## src/rtl/spectrum_pkg.sv

```systemverilog
// rtl/spectrum_pkg.sv - shared constants, scan state and read-port owner encodings
package spectrum_pkg;

    localparam int BANDS        = 32;
    localparam int DATA_WIDTH   = 16;
    localparam int HEIGHT_WIDTH = 6;
    localparam int SHIFT        = 10;
    localparam int IDX_WIDTH    = $clog2(BANDS);

    typedef enum logic [1:0] {
        IDLE = 2'd0,
        READ = 2'd1,
        WAIT = 2'd2,
        SEND = 2'd3
    } scan_state_t;

    // Who issued the read currently in flight on the band buffer port.
    typedef enum logic {
        SCAN = 1'b0,
        HOST = 1'b1
    } owner_t;

    function automatic logic is_last_band(input logic [IDX_WIDTH-1:0] idx);
        return idx == IDX_WIDTH'(BANDS - 1);
    endfunction

endpackage

```

## src/rtl/band_scan_ctrl_if.sv

```systemverilog
// rtl/band_scan_ctrl_if.sv - buffer read port, host port, bar stream and status bundle
interface band_scan_ctrl_if;
    import spectrum_pkg::*;

    logic                    frame_stb;

    logic [IDX_WIDTH-1:0]    buf_rd_addr;
    logic                    buf_rd_en;
    logic [DATA_WIDTH-1:0]   buf_rd_data;
    logic                    buf_rd_data_valid;

    logic                    host_req;
    logic [IDX_WIDTH-1:0]    host_addr;
    logic                    host_gnt;
    logic [DATA_WIDTH-1:0]   host_data;
    logic                    host_data_valid;

    logic                    m_axis_tvalid;
    logic                    m_axis_tready;
    logic [HEIGHT_WIDTH-1:0] m_axis_tdata;
    logic [IDX_WIDTH-1:0]    m_axis_tuser;
    logic                    m_axis_tlast;

    logic                    busy;
    logic                    frame_drop;

    // Controller side.
    modport master (
        input  frame_stb,
        output buf_rd_addr, buf_rd_en,
        input  buf_rd_data, buf_rd_data_valid,
        input  host_req, host_addr,
        output host_gnt, host_data, host_data_valid,
        output m_axis_tvalid, m_axis_tdata, m_axis_tuser, m_axis_tlast,
        input  m_axis_tready,
        output busy, frame_drop
    );

    // Buffer, host and renderer side.
    modport slave (
        output frame_stb,
        input  buf_rd_addr, buf_rd_en,
        output buf_rd_data, buf_rd_data_valid,
        output host_req, host_addr,
        input  host_gnt, host_data, host_data_valid,
        input  m_axis_tvalid, m_axis_tdata, m_axis_tuser, m_axis_tlast,
        output m_axis_tready,
        input  busy, frame_drop
    );

endinterface

```

## src/rtl/band_height_sat.sv

```systemverilog
// rtl/band_height_sat.sv - combinational magnitude shift and bar height saturation
module band_height_sat #(
    parameter int DATA_WIDTH   = 16,
    parameter int HEIGHT_WIDTH = 6,
    parameter int SHIFT        = 10
) (
    input  logic [DATA_WIDTH-1:0]   i_mag,
    output logic [HEIGHT_WIDTH-1:0] o_height
);

    // Tallest bar the renderer can draw, widened for the compare.
    localparam logic [DATA_WIDTH-1:0] HMAX = DATA_WIDTH'((1 << HEIGHT_WIDTH) - 1);

    logic [DATA_WIDTH-1:0] w_shifted;

    assign w_shifted = i_mag >> SHIFT;

    // Anything above the tallest bar clips to full height instead of wrapping.
    assign o_height  = (w_shifted > HMAX) ? {HEIGHT_WIDTH{1'b1}}
                                          : w_shifted[HEIGHT_WIDTH-1:0];

endmodule

```

## src/rtl/band_scan_ctrl.sv

```systemverilog
// rtl/band_scan_ctrl.sv - per-frame band readout sequencer with shared read port and bar stream
module band_scan_ctrl
    import spectrum_pkg::*;
(
    input  logic             clk_50m,
    input  logic             rst_n,
    band_scan_ctrl_if.master bus
);

    scan_state_t             r_state;
    scan_state_t             w_state_nxt;
    logic [IDX_WIDTH-1:0]    r_idx;
    logic                    r_pending;
    owner_t                  r_owner;
    logic [HEIGHT_WIDTH-1:0] r_tdata;
    logic [DATA_WIDTH-1:0]   r_host_data;

    logic                    w_start;
    logic                    w_last;
    logic                    w_hs;
    logic                    w_scan_rtn;
    logic                    w_host_rtn;
    logic [HEIGHT_WIDTH-1:0] w_height;

    logic                    w_port_free;
    logic                    w_host_gnt;
    logic                    w_rd_en;
    logic [IDX_WIDTH-1:0]    w_rd_addr;
    logic                    w_tvalid;
    logic [IDX_WIDTH-1:0]    w_tuser;
    logic                    w_tlast;
    logic                    w_busy;
    logic                    w_frame_drop;

    // A frame is due either from a strobe now or one remembered during the last scan.
    assign w_start    = r_pending | bus.frame_stb;
    assign w_last     = is_last_band(r_idx);
    assign w_hs       = (r_state == SEND) & bus.m_axis_tready;

    // Returns are steered by the owner latched when that read was issued.
    assign w_scan_rtn = bus.buf_rd_data_valid & (r_owner == SCAN);
    assign w_host_rtn = bus.buf_rd_data_valid & (r_owner == HOST);

    band_height_sat #(
        .DATA_WIDTH  (DATA_WIDTH),
        .HEIGHT_WIDTH(HEIGHT_WIDTH),
        .SHIFT       (SHIFT)
    ) u_sat (
        .i_mag   (bus.buf_rd_data),
        .o_height(w_height)
    );

    // State register.
    always_ff @(posedge clk_50m or negedge rst_n) begin
        if (!rst_n) begin
            r_state <= IDLE;
        end else begin
            r_state <= w_state_nxt;
        end
    end

    // Next-state decode: one read, one wait for data, one beat per band.
    always_comb begin
        w_state_nxt = r_state;
        case (r_state)
            IDLE: if (w_start)    w_state_nxt = READ;
            READ:                 w_state_nxt = WAIT;
            WAIT: if (w_scan_rtn) w_state_nxt = SEND;
            SEND: if (w_hs)       w_state_nxt = w_last ? IDLE : READ;
            default:              w_state_nxt = IDLE;
        endcase
    end

    // Output decode: read-port arbitration, stream beat and status.
    always_comb begin
        // The scan owns the port only in READ; an imminent scan start also blocks
        // the host. Holding reset closes the port so every output reads 0 in reset.
        w_port_free  = rst_n & ((r_state == WAIT) | (r_state == SEND) |
                                ((r_state == IDLE) & ~w_start));
        w_host_gnt   = w_port_free & bus.host_req;
        w_rd_en      = (r_state == READ) | w_host_gnt;
        w_rd_addr    = '0;
        if (r_state == READ) begin
            w_rd_addr = r_idx;
        end else if (w_host_gnt) begin
            w_rd_addr = bus.host_addr;
        end
        w_tvalid     = (r_state == SEND);
        w_tuser      = w_tvalid ? r_idx : '0;
        w_tlast      = w_tvalid & w_last;
        w_busy       = (r_state != IDLE);
        w_frame_drop = w_busy & bus.frame_stb & r_pending;
    end

    // Band index: restarts with each frame, advances on every accepted beat.
    always_ff @(posedge clk_50m or negedge rst_n) begin
        if (!rst_n) begin
            r_idx <= '0;
        end else if ((r_state == IDLE) && w_start) begin
            r_idx <= '0;
        end else if (w_hs) begin
            r_idx <= w_last ? '0 : r_idx + IDX_WIDTH'(1);
        end
    end

    // Remember one strobe that arrives mid-scan; further strobes are reported as drops.
    always_ff @(posedge clk_50m or negedge rst_n) begin
        if (!rst_n) begin
            r_pending <= 1'b0;
        end else if ((r_state == IDLE) && w_start) begin
            r_pending <= 1'b0;
        end else if (w_busy && bus.frame_stb) begin
            r_pending <= 1'b1;
        end
    end

    // Tag the read being issued this cycle so its data can be routed next cycle.
    always_ff @(posedge clk_50m or negedge rst_n) begin
        if (!rst_n) begin
            r_owner <= SCAN;
        end else if (r_state == READ) begin
            r_owner <= SCAN;
        end else if (w_host_gnt) begin
            r_owner <= HOST;
        end
    end

    // Stream holding register: loaded once per band, stable through backpressure.
    always_ff @(posedge clk_50m or negedge rst_n) begin
        if (!rst_n) begin
            r_tdata <= '0;
        end else if ((r_state == WAIT) && w_scan_rtn) begin
            r_tdata <= w_height;
        end
    end

    // Last host result, held until the next host read returns.
    always_ff @(posedge clk_50m or negedge rst_n) begin
        if (!rst_n) begin
            r_host_data <= '0;
        end else if (w_host_rtn) begin
            r_host_data <= bus.buf_rd_data;
        end
    end

    assign bus.buf_rd_en       = w_rd_en;
    assign bus.buf_rd_addr     = w_rd_addr;
    assign bus.host_gnt        = w_host_gnt;
    assign bus.host_data_valid = w_host_rtn;
    assign bus.host_data       = w_host_rtn ? bus.buf_rd_data : r_host_data;
    assign bus.m_axis_tvalid   = w_tvalid;
    assign bus.m_axis_tdata    = r_tdata;
    assign bus.m_axis_tuser    = w_tuser;
    assign bus.m_axis_tlast    = w_tlast;
    assign bus.busy            = w_busy;
    assign bus.frame_drop      = w_frame_drop;

endmodule

```

## src/flat_wrapper.sv

```systemverilog
// flat-port wrapper written by rule: the top's interface ports become plain ports
module band_scan_ctrl_flat import spectrum_pkg::*;
  (clk_50m, rst_n, bus_frame_stb, bus_buf_rd_addr, bus_buf_rd_en, bus_buf_rd_data, bus_buf_rd_data_valid, bus_host_req, bus_host_addr, bus_host_gnt, bus_host_data, bus_host_data_valid, bus_m_axis_tvalid, bus_m_axis_tdata, bus_m_axis_tuser, bus_m_axis_tlast, bus_m_axis_tready, bus_busy, bus_frame_drop);
  band_scan_ctrl_if bus_i ();
  input  logic clk_50m;
  input  logic rst_n;
  input wire logic [$bits(bus_i.frame_stb)-1:0] bus_frame_stb;
  output wire logic [$bits(bus_i.buf_rd_addr)-1:0] bus_buf_rd_addr;
  output wire logic [$bits(bus_i.buf_rd_en)-1:0] bus_buf_rd_en;
  input wire logic [$bits(bus_i.buf_rd_data)-1:0] bus_buf_rd_data;
  input wire logic [$bits(bus_i.buf_rd_data_valid)-1:0] bus_buf_rd_data_valid;
  input wire logic [$bits(bus_i.host_req)-1:0] bus_host_req;
  input wire logic [$bits(bus_i.host_addr)-1:0] bus_host_addr;
  output wire logic [$bits(bus_i.host_gnt)-1:0] bus_host_gnt;
  output wire logic [$bits(bus_i.host_data)-1:0] bus_host_data;
  output wire logic [$bits(bus_i.host_data_valid)-1:0] bus_host_data_valid;
  output wire logic [$bits(bus_i.m_axis_tvalid)-1:0] bus_m_axis_tvalid;
  output wire logic [$bits(bus_i.m_axis_tdata)-1:0] bus_m_axis_tdata;
  output wire logic [$bits(bus_i.m_axis_tuser)-1:0] bus_m_axis_tuser;
  output wire logic [$bits(bus_i.m_axis_tlast)-1:0] bus_m_axis_tlast;
  input wire logic [$bits(bus_i.m_axis_tready)-1:0] bus_m_axis_tready;
  output wire logic [$bits(bus_i.busy)-1:0] bus_busy;
  output wire logic [$bits(bus_i.frame_drop)-1:0] bus_frame_drop;
  assign bus_i.frame_stb = bus_frame_stb;
  assign bus_buf_rd_addr = bus_i.buf_rd_addr;
  assign bus_buf_rd_en = bus_i.buf_rd_en;
  assign bus_i.buf_rd_data = bus_buf_rd_data;
  assign bus_i.buf_rd_data_valid = bus_buf_rd_data_valid;
  assign bus_i.host_req = bus_host_req;
  assign bus_i.host_addr = bus_host_addr;
  assign bus_host_gnt = bus_i.host_gnt;
  assign bus_host_data = bus_i.host_data;
  assign bus_host_data_valid = bus_i.host_data_valid;
  assign bus_m_axis_tvalid = bus_i.m_axis_tvalid;
  assign bus_m_axis_tdata = bus_i.m_axis_tdata;
  assign bus_m_axis_tuser = bus_i.m_axis_tuser;
  assign bus_m_axis_tlast = bus_i.m_axis_tlast;
  assign bus_i.m_axis_tready = bus_m_axis_tready;
  assign bus_busy = bus_i.busy;
  assign bus_frame_drop = bus_i.frame_drop;
  band_scan_ctrl u_core (.clk_50m(clk_50m), .rst_n(rst_n), .bus(bus_i));
endmodule
```

## config.mk

```make
export PLATFORM = sky130hd
export DESIGN_NAME = band_scan_ctrl_flat
export DESIGN_NICKNAME = d
export VERILOG_FILES = /design/src/rtl/spectrum_pkg.sv /design/src/rtl/band_scan_ctrl_if.sv /design/src/rtl/band_height_sat.sv /design/src/rtl/band_scan_ctrl.sv /design/src/flat_wrapper.sv
export SDC_FILE = /design/constraint.sdc
export NUM_CORES = 1
export LEC_CHECK = 0
export BUFFER_PORTS_ARGS = -buffer_cell sky130_fd_sc_hd__buf_4
export CAP_MARGIN = 15
export CORE_ASPECT_RATIO = 0.9
export CORE_MARGIN = 5
export CORE_UTILIZATION = 46
export CTS_BUF_LIST = sky130_fd_sc_hd__clkbuf_8 sky130_fd_sc_hd__clkbuf_16
export DETAILED_ROUTE_END_ITERATION = 12
export PLACE_DENSITY = 0.87
export SYNTH_ARGS = -nofsm -noshare
export SYNTH_HDL_FRONTEND = slang
export SYNTH_HIERARCHICAL = 1
export SYNTH_SLANG_ARGS = --single-unit
```

## constraint.sdc

```tcl
create_clock -name clk_50m -period 2 [get_ports clk_50m]
set_input_delay 0.4 -clock clk_50m [delete_from_list [all_inputs] [get_ports clk_50m]]
set_output_delay 0.4 -clock clk_50m [all_outputs]
set_load 0.01 [all_outputs]
```

==> flow_summary.yaml <==
run_status:
  outcome: "finished, violations left"
  violations: "negative setup slack"
logic_synthesis:
  yosys_most_used_dff: "dfrtp_1"
  synthDistinctLibCells: 30
  synth.ff_latch_count: 31
  synth_area_sq_mm: 0.00154
  async_flop_share: 1.00
  synthesis.nets: 163
  synth_edf_count: 0
  yosysWarnings: 6
  syn_inst: 129
  ys_seq_area_frac: 0.505
  syn_area_per_cell_sq_um: 11.9
timing:
  slew_violations: 0
  rsz0062_at_grt: "true"
  setup_tns_ns: -0.891
  worstMarginPinSlew_ns: 0.556
  relSlewSlack: 0.620
  worst_clock_skew_ns: 0.00393
  period_share: 1.08
  max_freq_mhz: 462
  setup_viol: 7
  hold_slack_ns: 0.158
  fin_ws_ns: -0.166
  fin_crit_ns: 2.17
  finalHoldViolations: 0
final_layout:
  fillers: 204
  syn_to_final_growth_pct: 50.9
  nets: 238
  diodes: 0
  drive_above_1_share: 0.613
  fin_cells: 246
  finish.instance_area_sq_mm: 0.00232
floorplan:
  core_sq_mm: 0.00314
  rows: 19
  dieArea_sq_mm: 0.00460
  ioPinCount: 66
  die_height_microns: 64.8
  start_util: 0.490
  fp.dieW_microns: 70.9
global_routing:
  grt_max_degree: 32
  grt-ovfl-total: 0
  antenna_found_initial: 0
  grt_pass1_wl_microns: 6320
  grtUsageTotal: 0.171
  first_global_vias: 1426
placement:
  dp_cells: 232
  portBuffers: 65
  dpl_cell_area_sq_mm: 0.00209
  routabilityCongestion: 0.853
  place_hpwl_microns: 2840
drt:
  wl_per_cell_microns: 15.7
  detail_route.vias_per_cell: 5.13
  first_pass_iters: 4
  drc: 0
  drt_iter0_drc: 63
  vias: 1262
  ant_nets: 0
  totalWireLength_microns: 3870
clock_network:
  numCtsBuffers: 5
  clock_latency_ns: 0.27
  cts_tree: "built"
  cts_num_sinks: 31
  root_buffer: "clkbuf_8"
  clockBufferDepth: 2
  clk_pin_slew_worst_paths_ns: 0.06
  h-tree-depth: 2
critical_path:
  critical_path.max_fanout: 7
  required_ns: 1.60
  reg2reg_from: "u_core/r_state[0]"
  crit_path_end_kind: "output pin"
  r2r-end: "u_core/r_state[1]"
  r2r_setup_slack_ns: 0.09
  critPathArrivalTime_ns: 1.77
  critPathLaunchType: "flop"
  critPathKind: "flop to output pin"
  worstRegToRegCells: 6
power_and_ir_drop:
  internal_power_mw: 2.18
  leakage_nw: 1.13
  power_frac_comb: 0.549
  peakVddDrop_uv: 1150
  total_power_mw: 3.35
  seqPwrFrac: 0.309
  clockPowerShare: 0.142
  power_density_mw_per_mm2: 1440
  swShare: 0.348
  switchingPower_mw: 1.17
min_path:
  holdCritPathClass: "primary input to asynchronous set/reset pin"
run:
  drv_cap: 0
cells by family (layout without fill, tap and decap cells):
family / count (synthesis) / in the layout / synth area share
simple gates: 34 / 34 / 0.133
mux: 24 / 24 / 0.175
buf+inv: 15 / 90 / 0.0432
compound gates: 18 / 18 / 0.0871
fa+ha+maj: 7 / 7 / 0.0570
flops: 31 / 31 / 0.505
state kept, by name (all words and copies together) (netlist names):
signal                   flops
u_core/bus.m_axis_tdata      6
u_core/r_state               2
u_core/r_owner               1
u_core/r_pending             1
u_core/r_idx                 5
u_core/r_host_data          16
synthesized netlist by cell type (2+ instances only):
master / count / share of area
and2_2: 6 / 0.029
and3_1: 2 / 0.0081
buf_2: 2 / 0.0065
ha_1: 7 / 0.057
a211oi_1: 2 / 0.0098
a22o_1: 5 / 0.029
a21oi_1: 4 / 0.013
nor2_1: 7 / 0.017
nand3_1: 3 / 0.0098
inv_1: 5 / 0.012
o21ai_0: 2 / 0.0065
nor2b_1: 6 / 0.024
mux2_2: 23 / 0.17
clkbuf_1: 7 / 0.017
dfrtp_1: 31 / 0.50
nand2_1: 3 / 0.0073
power groups by stage:
stage,Combinational (mW),Sequential [mW],Clock (mW)
2_1_floorplan,0.874,1.05,0
3_3_place_gp,1.58,1.03,0
3_5_place_dp,1.66,1.05,0
4_1_cts,1.79,1.03,0.489
5_1_grt,1.98,1.06,0.512
6_report,1.84,1.03,0.476
critical path, cell delays in order (launching register included):
cell     delay (ns)
dfrtp_1        0.40
buf_4          0.16
ha_4           0.16
o311a_4        0.41
or2_4          0.25
buf_6          0.12
routing by layer:
metal  vias up  track usage  share of wire  routed length [microns]
met1       614        0.177           0.35                     1360
met2        41        0.326           0.57                     2220
met4         0       0.0751          0.022                       84
met5         -            0              0                        0
met3        11       0.0417          0.051                      198
li1        596            -              -                        -
layout by cell type, fill, tap and decap left out, types with 2 or more instances in the layout:
cell,netlist,routed
a211oi_1,2,2
a21oi_1,4,4
a22o_1,5,5
and2_2,6,6
buf_4,0,71
buf_6,1,6
clkbuf_8,0,6
dfrtp_1,31,31
ha_1,7,3
ha_4,0,3
inv_1,5,4
mux2_2,23,23
nand2_1,3,3
nand3_1,3,3
nor2_1,7,7
nor2b_1,6,6
o21ai_0,2,2
through the flow:
step / util / setup WS (ns)
finish: 0.739 / -0.166
global placement: 0.665 / 0.0496
global route: 0.739 / -0.231
floorplan: - / 0.0562
detailed placement: 0.665 / -0.0659
CTS: 0.724 / -0.238
what timing repair did:
action,in CTS,in global routing
resized for setup,13,6
pin swaps,5,4
hold buffers,0,0
buffers inserted,5,2
setup endpoints to repair,8,11
final cells by class:
type	count	area [sq um]	area share
clock buffer	6	82.6	0.0356
tap	42	52.6	0.0227
inverter	5	18.8	0.00809
clock inverter	1	5.00	0.00216
multi-input combinational	83	763	0.329
sequential	31	776	0.335
timing repair buffer	78	621	0.268
worst max-delay path by stage:
stage	from	end	slack, ns	cells after the start
global route	u_core/r_state[1]	bus_buf_rd_en	-0.23	6
floorplan	u_core/r_state[0]	bus_buf_rd_en	0.06	6
detailed placement	u_core/r_state[1]	bus_buf_rd_en	-0.07	6
global placement	u_core/r_state[1]	bus_buf_rd_en	0.05	6
finish	u_core/r_state[0]	bus_buf_rd_en	-0.17	5
CTS	u_core/r_state[0]	bus_buf_rd_en	-0.24	6
No activity file was read; power rests on OpenSTA's default activity.
